$ cat src/rtl/morse_receiver.sv
// Morse receiver: synchronizes an on/off key line, times marks and spaces in units and
// decodes each completed character to ASCII, flagging word gaps and bad patterns.
module morse_receiver #(
  parameter int unsigned UNIT_CYCLES = 1000
) (
  input  logic       i_clk,
  input  logic       i_reset,
  input  logic       i_key_in,
  output logic       o_char_valid,
  output logic [7:0] o_char_ascii,
  output logic [2:0] o_sym_len,
  output logic [4:0] o_sym_bits,
  output logic       o_word_gap,
  output logic       o_error
);

  localparam int unsigned PW = $clog2(UNIT_CYCLES);
  localparam logic [PW-1:0] PRESC_MAX = PW'(UNIT_CYCLES - 1);

  localparam logic [1:0] ST_IDLE  = 2'd0;
  localparam logic [1:0] ST_MARK  = 2'd1;
  localparam logic [1:0] ST_SPACE = 2'd2;
  localparam logic [1:0] ST_GAP   = 2'd3;

  logic          r_key_meta;
  logic          r_key_s;
  logic          r_key_prev;
  logic [PW-1:0] r_presc;
  logic [3:0]    r_units;
  logic [1:0]    r_state;
  logic [1:0]    r_prior;
  logic [2:0]    r_len;
  logic [4:0]    r_bits;
  logic          r_ovf;

  logic          w_rise;
  logic          w_fall;
  logic          w_edge;
  logic          w_tick;
  logic          w_emit;
  logic          w_wgap;
  logic          w_dash;
  logic [7:0]    w_lut_ascii;
  logic          w_lut_hit;

  assign w_rise = r_key_s & ~r_key_prev;
  assign w_fall = ~r_key_s & r_key_prev;
  assign w_edge = w_rise | w_fall;
  // An edge suppresses the tick, so an edge coinciding with a threshold ends the space instead.
  assign w_tick = ~w_edge && (r_presc == PRESC_MAX);
  assign w_emit = (r_state == ST_SPACE) && w_tick && (r_units == 4'd2);
  assign w_wgap = (r_state == ST_GAP) && w_tick && (r_units == 4'd6);
  assign w_dash = (r_units >= 4'd3);

  always_ff @(posedge i_clk) begin
    if (i_reset) begin
      r_key_meta <= 1'b0;
      r_key_s    <= 1'b0;
      r_key_prev <= 1'b0;
    end else begin
      r_key_meta <= i_key_in;
      r_key_s    <= r_key_meta;
      r_key_prev <= r_key_s;
    end
  end

  // The edge cycle is phase 0 of the new level, so the prescaler restarts at 1 after it.
  always_ff @(posedge i_clk) begin
    if (i_reset) begin
      r_presc <= '0;
      r_units <= 4'd0;
    end else if (w_edge) begin
      r_presc <= PW'(1);
      r_units <= 4'd0;
    end else if (w_tick) begin
      r_presc <= '0;
      if (r_units != 4'd15) r_units <= r_units + 4'd1;
    end else begin
      r_presc <= r_presc + PW'(1);
    end
  end

  always_ff @(posedge i_clk) begin
    if (i_reset) begin
      r_state <= ST_IDLE;
      r_prior <= ST_IDLE;
      r_len   <= 3'd0;
      r_bits  <= 5'd0;
      r_ovf   <= 1'b0;
    end else begin
      case (r_state)
        ST_IDLE, ST_GAP: begin
          if (w_rise) begin
            r_prior <= r_state;
            r_state <= ST_MARK;
          end else if (w_wgap) begin
            r_state <= ST_IDLE;
          end
        end
        ST_SPACE: begin
          if (w_rise) begin
            r_prior <= ST_SPACE;
            r_state <= ST_MARK;
          end else if (w_emit) begin
            r_state <= ST_GAP;
            r_len   <= 3'd0;
            r_bits  <= 5'd0;
            r_ovf   <= 1'b0;
          end
        end
        ST_MARK: begin
          if (w_fall) begin
            if (r_units == 4'd0) begin
              r_state <= r_prior;
            end else begin
              r_state <= ST_SPACE;
              if (r_ovf || (r_len >= 3'd5)) begin
                r_ovf <= 1'b1;
                r_len <= 3'd6;
              end else begin
                r_bits <= r_bits | (5'(w_dash) << r_len);
                r_len  <= r_len + 3'd1;
              end
            end
          end
        end
        default: r_state <= ST_IDLE;
      endcase
    end
  end

  // ITU table keyed on {length, pattern}; bit0 is the first symbol, 1 = dash.
  always_comb begin
    w_lut_hit   = 1'b1;
    w_lut_ascii = 8'h3F;
    case ({r_len, r_bits})
      {3'd2, 5'b00010}: w_lut_ascii = 8'h41;
      {3'd4, 5'b00001}: w_lut_ascii = 8'h42;
      {3'd4, 5'b00101}: w_lut_ascii = 8'h43;
      {3'd3, 5'b00001}: w_lut_ascii = 8'h44;
      {3'd1, 5'b00000}: w_lut_ascii = 8'h45;
      {3'd4, 5'b00100}: w_lut_ascii = 8'h46;
      {3'd3, 5'b00011}: w_lut_ascii = 8'h47;
      {3'd4, 5'b00000}: w_lut_ascii = 8'h48;
      {3'd2, 5'b00000}: w_lut_ascii = 8'h49;
      {3'd4, 5'b01110}: w_lut_ascii = 8'h4A;
      {3'd3, 5'b00101}: w_lut_ascii = 8'h4B;
      {3'd4, 5'b00010}: w_lut_ascii = 8'h4C;
      {3'd2, 5'b00011}: w_lut_ascii = 8'h4D;
      {3'd2, 5'b00001}: w_lut_ascii = 8'h4E;
      {3'd3, 5'b00111}: w_lut_ascii = 8'h4F;
      {3'd4, 5'b00110}: w_lut_ascii = 8'h50;
      {3'd4, 5'b01011}: w_lut_ascii = 8'h51;
      {3'd3, 5'b00010}: w_lut_ascii = 8'h52;
      {3'd3, 5'b00000}: w_lut_ascii = 8'h53;
      {3'd1, 5'b00001}: w_lut_ascii = 8'h54;
      {3'd3, 5'b00100}: w_lut_ascii = 8'h55;
      {3'd4, 5'b01000}: w_lut_ascii = 8'h56;
      {3'd3, 5'b00110}: w_lut_ascii = 8'h57;
      {3'd4, 5'b01001}: w_lut_ascii = 8'h58;
      {3'd4, 5'b01101}: w_lut_ascii = 8'h59;
      {3'd4, 5'b00011}: w_lut_ascii = 8'h5A;
      {3'd5, 5'b11111}: w_lut_ascii = 8'h30;
      {3'd5, 5'b11110}: w_lut_ascii = 8'h31;
      {3'd5, 5'b11100}: w_lut_ascii = 8'h32;
      {3'd5, 5'b11000}: w_lut_ascii = 8'h33;
      {3'd5, 5'b10000}: w_lut_ascii = 8'h34;
      {3'd5, 5'b00000}: w_lut_ascii = 8'h35;
      {3'd5, 5'b00001}: w_lut_ascii = 8'h36;
      {3'd5, 5'b00011}: w_lut_ascii = 8'h37;
      {3'd5, 5'b00111}: w_lut_ascii = 8'h38;
      {3'd5, 5'b01111}: w_lut_ascii = 8'h39;
      default:          w_lut_hit   = 1'b0;
    endcase
  end

  always_ff @(posedge i_clk) begin
    if (i_reset) begin
      o_char_valid <= 1'b0;
      o_char_ascii <= 8'h00;
      o_sym_len    <= 3'd0;
      o_sym_bits   <= 5'd0;
      o_word_gap   <= 1'b0;
      o_error      <= 1'b0;
    end else begin
      o_char_valid <= w_emit;
      o_word_gap   <= w_wgap;
      o_error      <= w_emit && (r_ovf || !w_lut_hit);
      if (w_emit) begin
        o_char_ascii <= (r_ovf || !w_lut_hit) ? 8'h3F : w_lut_ascii;
        o_sym_len    <= r_len;
        o_sym_bits   <= r_bits;
      end
    end
  end

endmodule

$ cat config.mk
export PLATFORM = sky130hd
export DESIGN_NAME = morse_receiver
export DESIGN_NICKNAME = d
export VERILOG_FILES = /design/src/rtl/morse_receiver.sv
export SDC_FILE = /design/constraint.sdc
export NUM_CORES = 1
export LEC_CHECK = 0
export BUFFER_PORTS_ARGS = -buffer_cell sky130_fd_sc_hd__buf_2
export CAP_MARGIN = 20
export CORE_MARGIN = 8
export CORE_UTILIZATION = 60
export CTS_CLUSTER_SIZE = 28
export DETAILED_ROUTE_END_ITERATION = 12
export GPL_TIMING_DRIVEN = 1
export PLACE_DENSITY = 0.79
export RECOVER_POWER = 25
export REMOVE_ABC_BUFFERS = 1
export SYNTH_ARGS = -nofsm -noshare
export SYNTH_HDL_FRONTEND = slang
export SYNTH_SLANG_ARGS = --single-unit
$ cat constraint.sdc
create_clock -name i_clk -period 2.56 [get_ports i_clk]
set_input_delay 0.256 -clock i_clk [delete_from_list [all_inputs] [get_ports i_clk]]
set_output_delay 0.256 -clock i_clk [all_outputs]
set_load 0.1 [all_outputs]
# Yosys cells after proc, flatten, opt, wreduce, memory -nomap -nowiden

Cells that the tools add are included.

Register bits: 49
Bits of input ports: 3
Output and inout port bits: 19
Logic and storage cells: 139

Shift-type cells: 1
Reduce and logical (&&, ||, !) cells: 23
Order comparisons: 2
$add $sub $neg: 3
Equality and inequality tests: 53
Mux-type cells: 33
Bitwise gates (word level): 7

Operators with widths:

| operator                                                        | count |
|---|---|
| 7-bit case mux with 36 select lines                             | 1 |
| 8-bit == test, second input constant                            | 22 |
| 8-bit by 7-bit == test with 1-bit output, second input constant | 12 |
| 36-bit OR reduction                                             | 1 |
| 5-bit two-way mux                                               | 5 |
| 8-bit by 6-bit == test with 1-bit output, second input constant | 2 |
| 2-bit two-way mux                                               | 8 |
| 2-bit != test, second input constant                            | 8 |
| 3-bit two-way mux                                               | 5 |
| 6-bit AND reduction                                             | 2 |
| 10-bit by 1-bit adder with 10-bit output, second input constant | 1 |
| 10-bit == test, second input constant                           | 1 |
| 5-bit case mux with 2 select lines                              | 1 |
| 1-bit two-way mux                                               | 8 |
| 8-bit two-way mux                                               | 1 |
| 1-bit logical AND                                               | 6 |
| 3-bit != test, second input constant                            | 2 |
| 2-bit case mux with 3 select lines                              | 1 |
| 3-bit case mux with 2 select lines                              | 1 |
| 3-bit AND reduction                                             | 2 |
| 5-bit OR                                                        | 1 |
| 5-bit AND reduction                                             | 1 |
| 1-bit by 3-bit << shifter with 5-bit output                     | 1 |
| 4-bit by 1-bit adder with 4-bit output, second input constant   | 1 |
| 21 further kinds                                                | 28 |

# Longest topological paths before layout

Depth after elaboration: 10
Gate-level depth with buffers: 10
Mapped depth without buffers: 8

# Worst setup path after synthesis

No wires, ideal clock.

Kind: reg2reg
Start point: register r_units[0]
End point: register r_bits[1]
Path buffers: 0
Arrival: 2066 ps
Period minus slack after synthesis: 2132 ps
Stages on the path, launching flop included: 9
Setup slack: 428 ps
Library setup time: 65 ps
Data required time: 2495 ps
Path through: dfxtp_1 > inv_1 > ha_1 > or3b_1 > o41ai_2 > nand3_2 > a2111oi_4 > a31oi_1 > nor2_1

Longest elaborated chain between the ends: 7
Elaborated cells on any way between the ends: 13
Classes of those cells: order compare: 1; eq/ne: 3; shift: 1; mux: 4; bitwise: 1; reduce/logical: 3

Ends and longest elaborated chain:

| item                                                         | RTL line | source |
|---|---|---|
| from (decl)                                                  | 29       | `logic [3:0] r_units;` |
| from (signal assigned)                                       | 77       | `if (r_units != 4'd15) r_units <= r_units + 4'd1;` |
| 4-bit by 2-bit greater-or-equal comparator with 1-bit output | 53       | `assign w_dash = (r_units >= 4'd3);` |
| 1-bit by 3-bit << shifter with 5-bit output                  | 121      | `r_bits <= r_bits \| (5'(w_dash) << r_len);` |
| 5-bit OR                                                     | 121      |  |
| 5-bit two-way mux                                            | 117      | `if (r_ovf \|\| (r_len >= 3'd5)) begin` |
| 5-bit two-way mux                                            | 113      | `if (r_units == 4'd0) begin` |
| 5-bit two-way mux                                            | 112      | `if (w_fall) begin` |
| 5-bit case mux with 2 select lines                           | 91       | `case (r_state)` |
| to (signal assigned)                                         | 121      |  |
| to (decl)                                                    | 33       | `logic [4:0] r_bits;` |

Parallel ways exist; a longest one is shown, timed or not. The select of a mux whose other input is x is not followed.
A chain may end at the register's enable or synchronous reset.

# Worst setup path after layout

Start point: register r_units[1]
End point: register r_bits[3]

The elaborated chain is that of the path after synthesis.

==> metrics.txt <==
CTS sink cnt=48; Hold Crit Class=in -> reg; initial antenna violation count=0; H-tree depth=2; Slew @ Worst Pin=1.192 ns; register bit total from synthesis=48; total vias in the final route=between 2k and 3k; met1 Usage GRT=a little under a quarter; final worst setup slack=0.1808 ns; layout cells sized above 1=between 10% and 20%; max_slew headroom=20.91%; CTS Hold Bufs=0; CTS tree=built; root buf cell=clkbuf_8; PD cells=435.3 nW/um2; post-DP HPWL=~5.0 mm; R2R cell count=7; status=completed; Synth top area share=34.33%; Post-synth ARST share=0%; Synth area leaders=dfxtp_1, nor2_1, ha_1; cell-by-cell trace of the critical path=ha_1 -> or3b_1 -> o41ai_2 -> nand3_2 -> a2111oi_4 -> a31oi_1 -> nor2_1; I/O pin count=22; pre-CTS setup slack=0.2546 ns; Core Rows=25; crit-path max cell delay=0.46 ns; Crit path buffers/inverters=0; grt met2 use=a little under a third; # diodes=0; Hold Path Stages=2; Crit Reg-Reg Endpoint=r_bits[3]; critical hold path startpoint=i_key_in; synthesized instance count=355; Detailed Routing Iterations Pass 1=5; CP Data Required Time=approximately 2.8 ns; CP max stage cell=a2111oi_4; total track usage=18.74%; Post-route DRC=0; hold endpoint=r_key_meta; reg2reg setup slack=0.18 ns; Worst Setup Start Kind=register; worst r2r src=r_units[1]; IO buf count=20; synthesized area per cell=7.884 um2; unrepaired setup endpoints after global routing=no; CTS clk-pin slew, worst paths=around 0.090 ns; Slew Viols, Final=0; antenna viol nets, final=0; cts repair resizes=0; clock buffer depth=2; average routed wire per standard cell=15.63 um; crit path capture type=register; vias per cell=between 6 and 7; Iteration-0 DRC Markers=around 230; Clock Skews=0.01124 ns; Die H=84.30 um; f_max=420.3 MHz; setup tns final=0 ns; post-synthesis sequential area ratio=34.33%; final worst-path cycle share=92.94%; Layout area overhead=9.969%; endpoints failing hold=0; core box area=4598 um2; Setup-failing EPs final=0; Routability Congestion=0.9208; Max VDD drop=361.1 uV; critical path fanouts, max=5; Die W=84.30 um; largest net degree at the start of global routing=21; GRT overflow=0; Initial Util=around three fifths; clock latency on the worst-skew pair=0.30 ns; WS Path Type=reg -> reg; number of global-route vias before repair=2418; fin crit period=about 2.4 ns; Total Nets Final=388; Max Cap Violations=0; WP data arrival=2.61 ns; synthesis warning total=0; drt total wl=6.706 mm; Syn Std Cell Area=2799 um2; Layout Utilization=66.94%; CTS Buf Count=5; EDFF count, synth=0; gr busiest metal=met2; CP top delay family=compound AO/OA/AOI/OAI gates; grt met3 use=3.969%; global-route wire length before repair=11.28 mm; largest area contributor in the netlist=dfxtp_1; Leak=1.121 nW; setup bufs post-CTS=0; die area=7106 um2; Main synth FF type=dfxtp_1; Synth cell types=66
## how the worst max path moves through the flow
stage | from | end | slack [ns] | cells after the start
final | r_units[1] | r_bits[3] | 0.18 | 7
after floorplan | r_len[1] | o_char_ascii[6] | 0.35 | 5
after global placement | r_units[1] | r_bits[3] | 0.25 | 7
after CTS | r_units[1] | r_bits[3] | 0.20 | 7
after global routing | r_units[1] | r_bits[0] | 0.03 | 7
after detailed placement | r_units[0] | r_bits[3] | 0.25 | 8
## area by class of cell
cell class,instances,area [um2]
well taps,54,67.56
multi-input cells,264,1664
clock inverters,2,35.03
clock buffers,6,72.57
repair buffers,37,210.2
flip-flops and latches,48,960.9
inverters,18,67.56
fillers,407,1520
## through the flow
stage	area (um2)	std cells	total power, mW	hold WS [ns]
final	3078	429	1.340	0.1582
after floorplan	2693	330	0.8107	0.3227
after CTS	3095	429	1.345	0.1635
after detailed placement	2988	421	0.8279	0.4375
after global placement	2988	421	0.8264	0.4279
after global routing	3078	429	1.388	0.1583
## registers in the layout (all words and copies together), names as in the netlist
name and flops:
o_sym_len 3, r_len 3, o_error 1, r_bits 5
r_key_s 1, r_presc 10, r_units 4, r_ovf 1
o_word_gap 1, o_char_valid 1, o_sym_bits 5, r_prior 2
r_key_prev 1, o_char_ascii 7, r_key_meta 1, r_state 2
## layout by cell type (no fill, tap or decap), drive strengths merged, types with 6 or more instances in the layout
cell / Yosys / routed
dfxtp: 48 / 48
nor2: 39 / 39
nand2: 36 / 36
a21oi: 25 / 25
buf: 11 / 23
clkbuf: 14 / 20
inv: 17 / 17
nand3: 13 / 13
ha: 11 / 11
o21ai: 11 / 11
nor3: 10 / 10
nor2b: 9 / 9
nand4: 9 / 9
nor4: 8 / 8
xnor2: 6 / 6
## routing by layer
metal	vias to the layer above	share of wire, %
met3	16	5.3
li1	1314	-
met5	-	0
met1	1249	44
met4	0	1.8
met2	107	49
## worst reg2reg max path: stages (launching register included)
cell and delay (ns):
dfxtp_1 0.40, ha_1 0.25, or3b_1 0.43, o41ai_2 0.34, nand3_2 0.18, a2111oi_4 0.46, a31oi_1 0.14, nor2_1 0.10
## cells in the mapped netlist, types with 3 or more instances
library cell,number
dfxtp_1,48
nor2_1,38
nand2_1,36
a21oi_1,25
inv_1,16
clkbuf_1,14
nand3_1,12
ha_1,11
nor3_1,10
nor2b_1,9
o21ai_0,9
nand4_1,8
nor4_1,8
buf_2,7
xnor2_1,6
nand2b_1,5
a211oi_1,4
a31oi_1,4
and3_1,4
mux2i_1,4
nor3b_1,4
nor4b_1,4
o211ai_1,4
xor2_1,4
a311oi_1,3
buf_1,3
o2111ai_1,3
or3_1,3
## cell families after synthesis
kind of cell / after synthesis / synth area share [%]
and+or+nand+nor: 161 / 30.67
AOI/OAI and AO/OA: 77 / 19.18
DFF: 48 / 34.33
buffers and inverters: 43 / 6.213
adders and majority gates: 11 / 4.917
xor gates and xnor gates: 10 / 3.129
muxes: 4 / 1.431
other: 1 / 0.1340
## where the power goes
part | internal (mW) | switching, mW
combinational | 0.0154 | 0.0369
sequential | 0.753 | 0.00538
clock | 0.290 | 0.239
total | 1.06 | 0.282
Note: power is estimated with default switching activity, not from simulation.
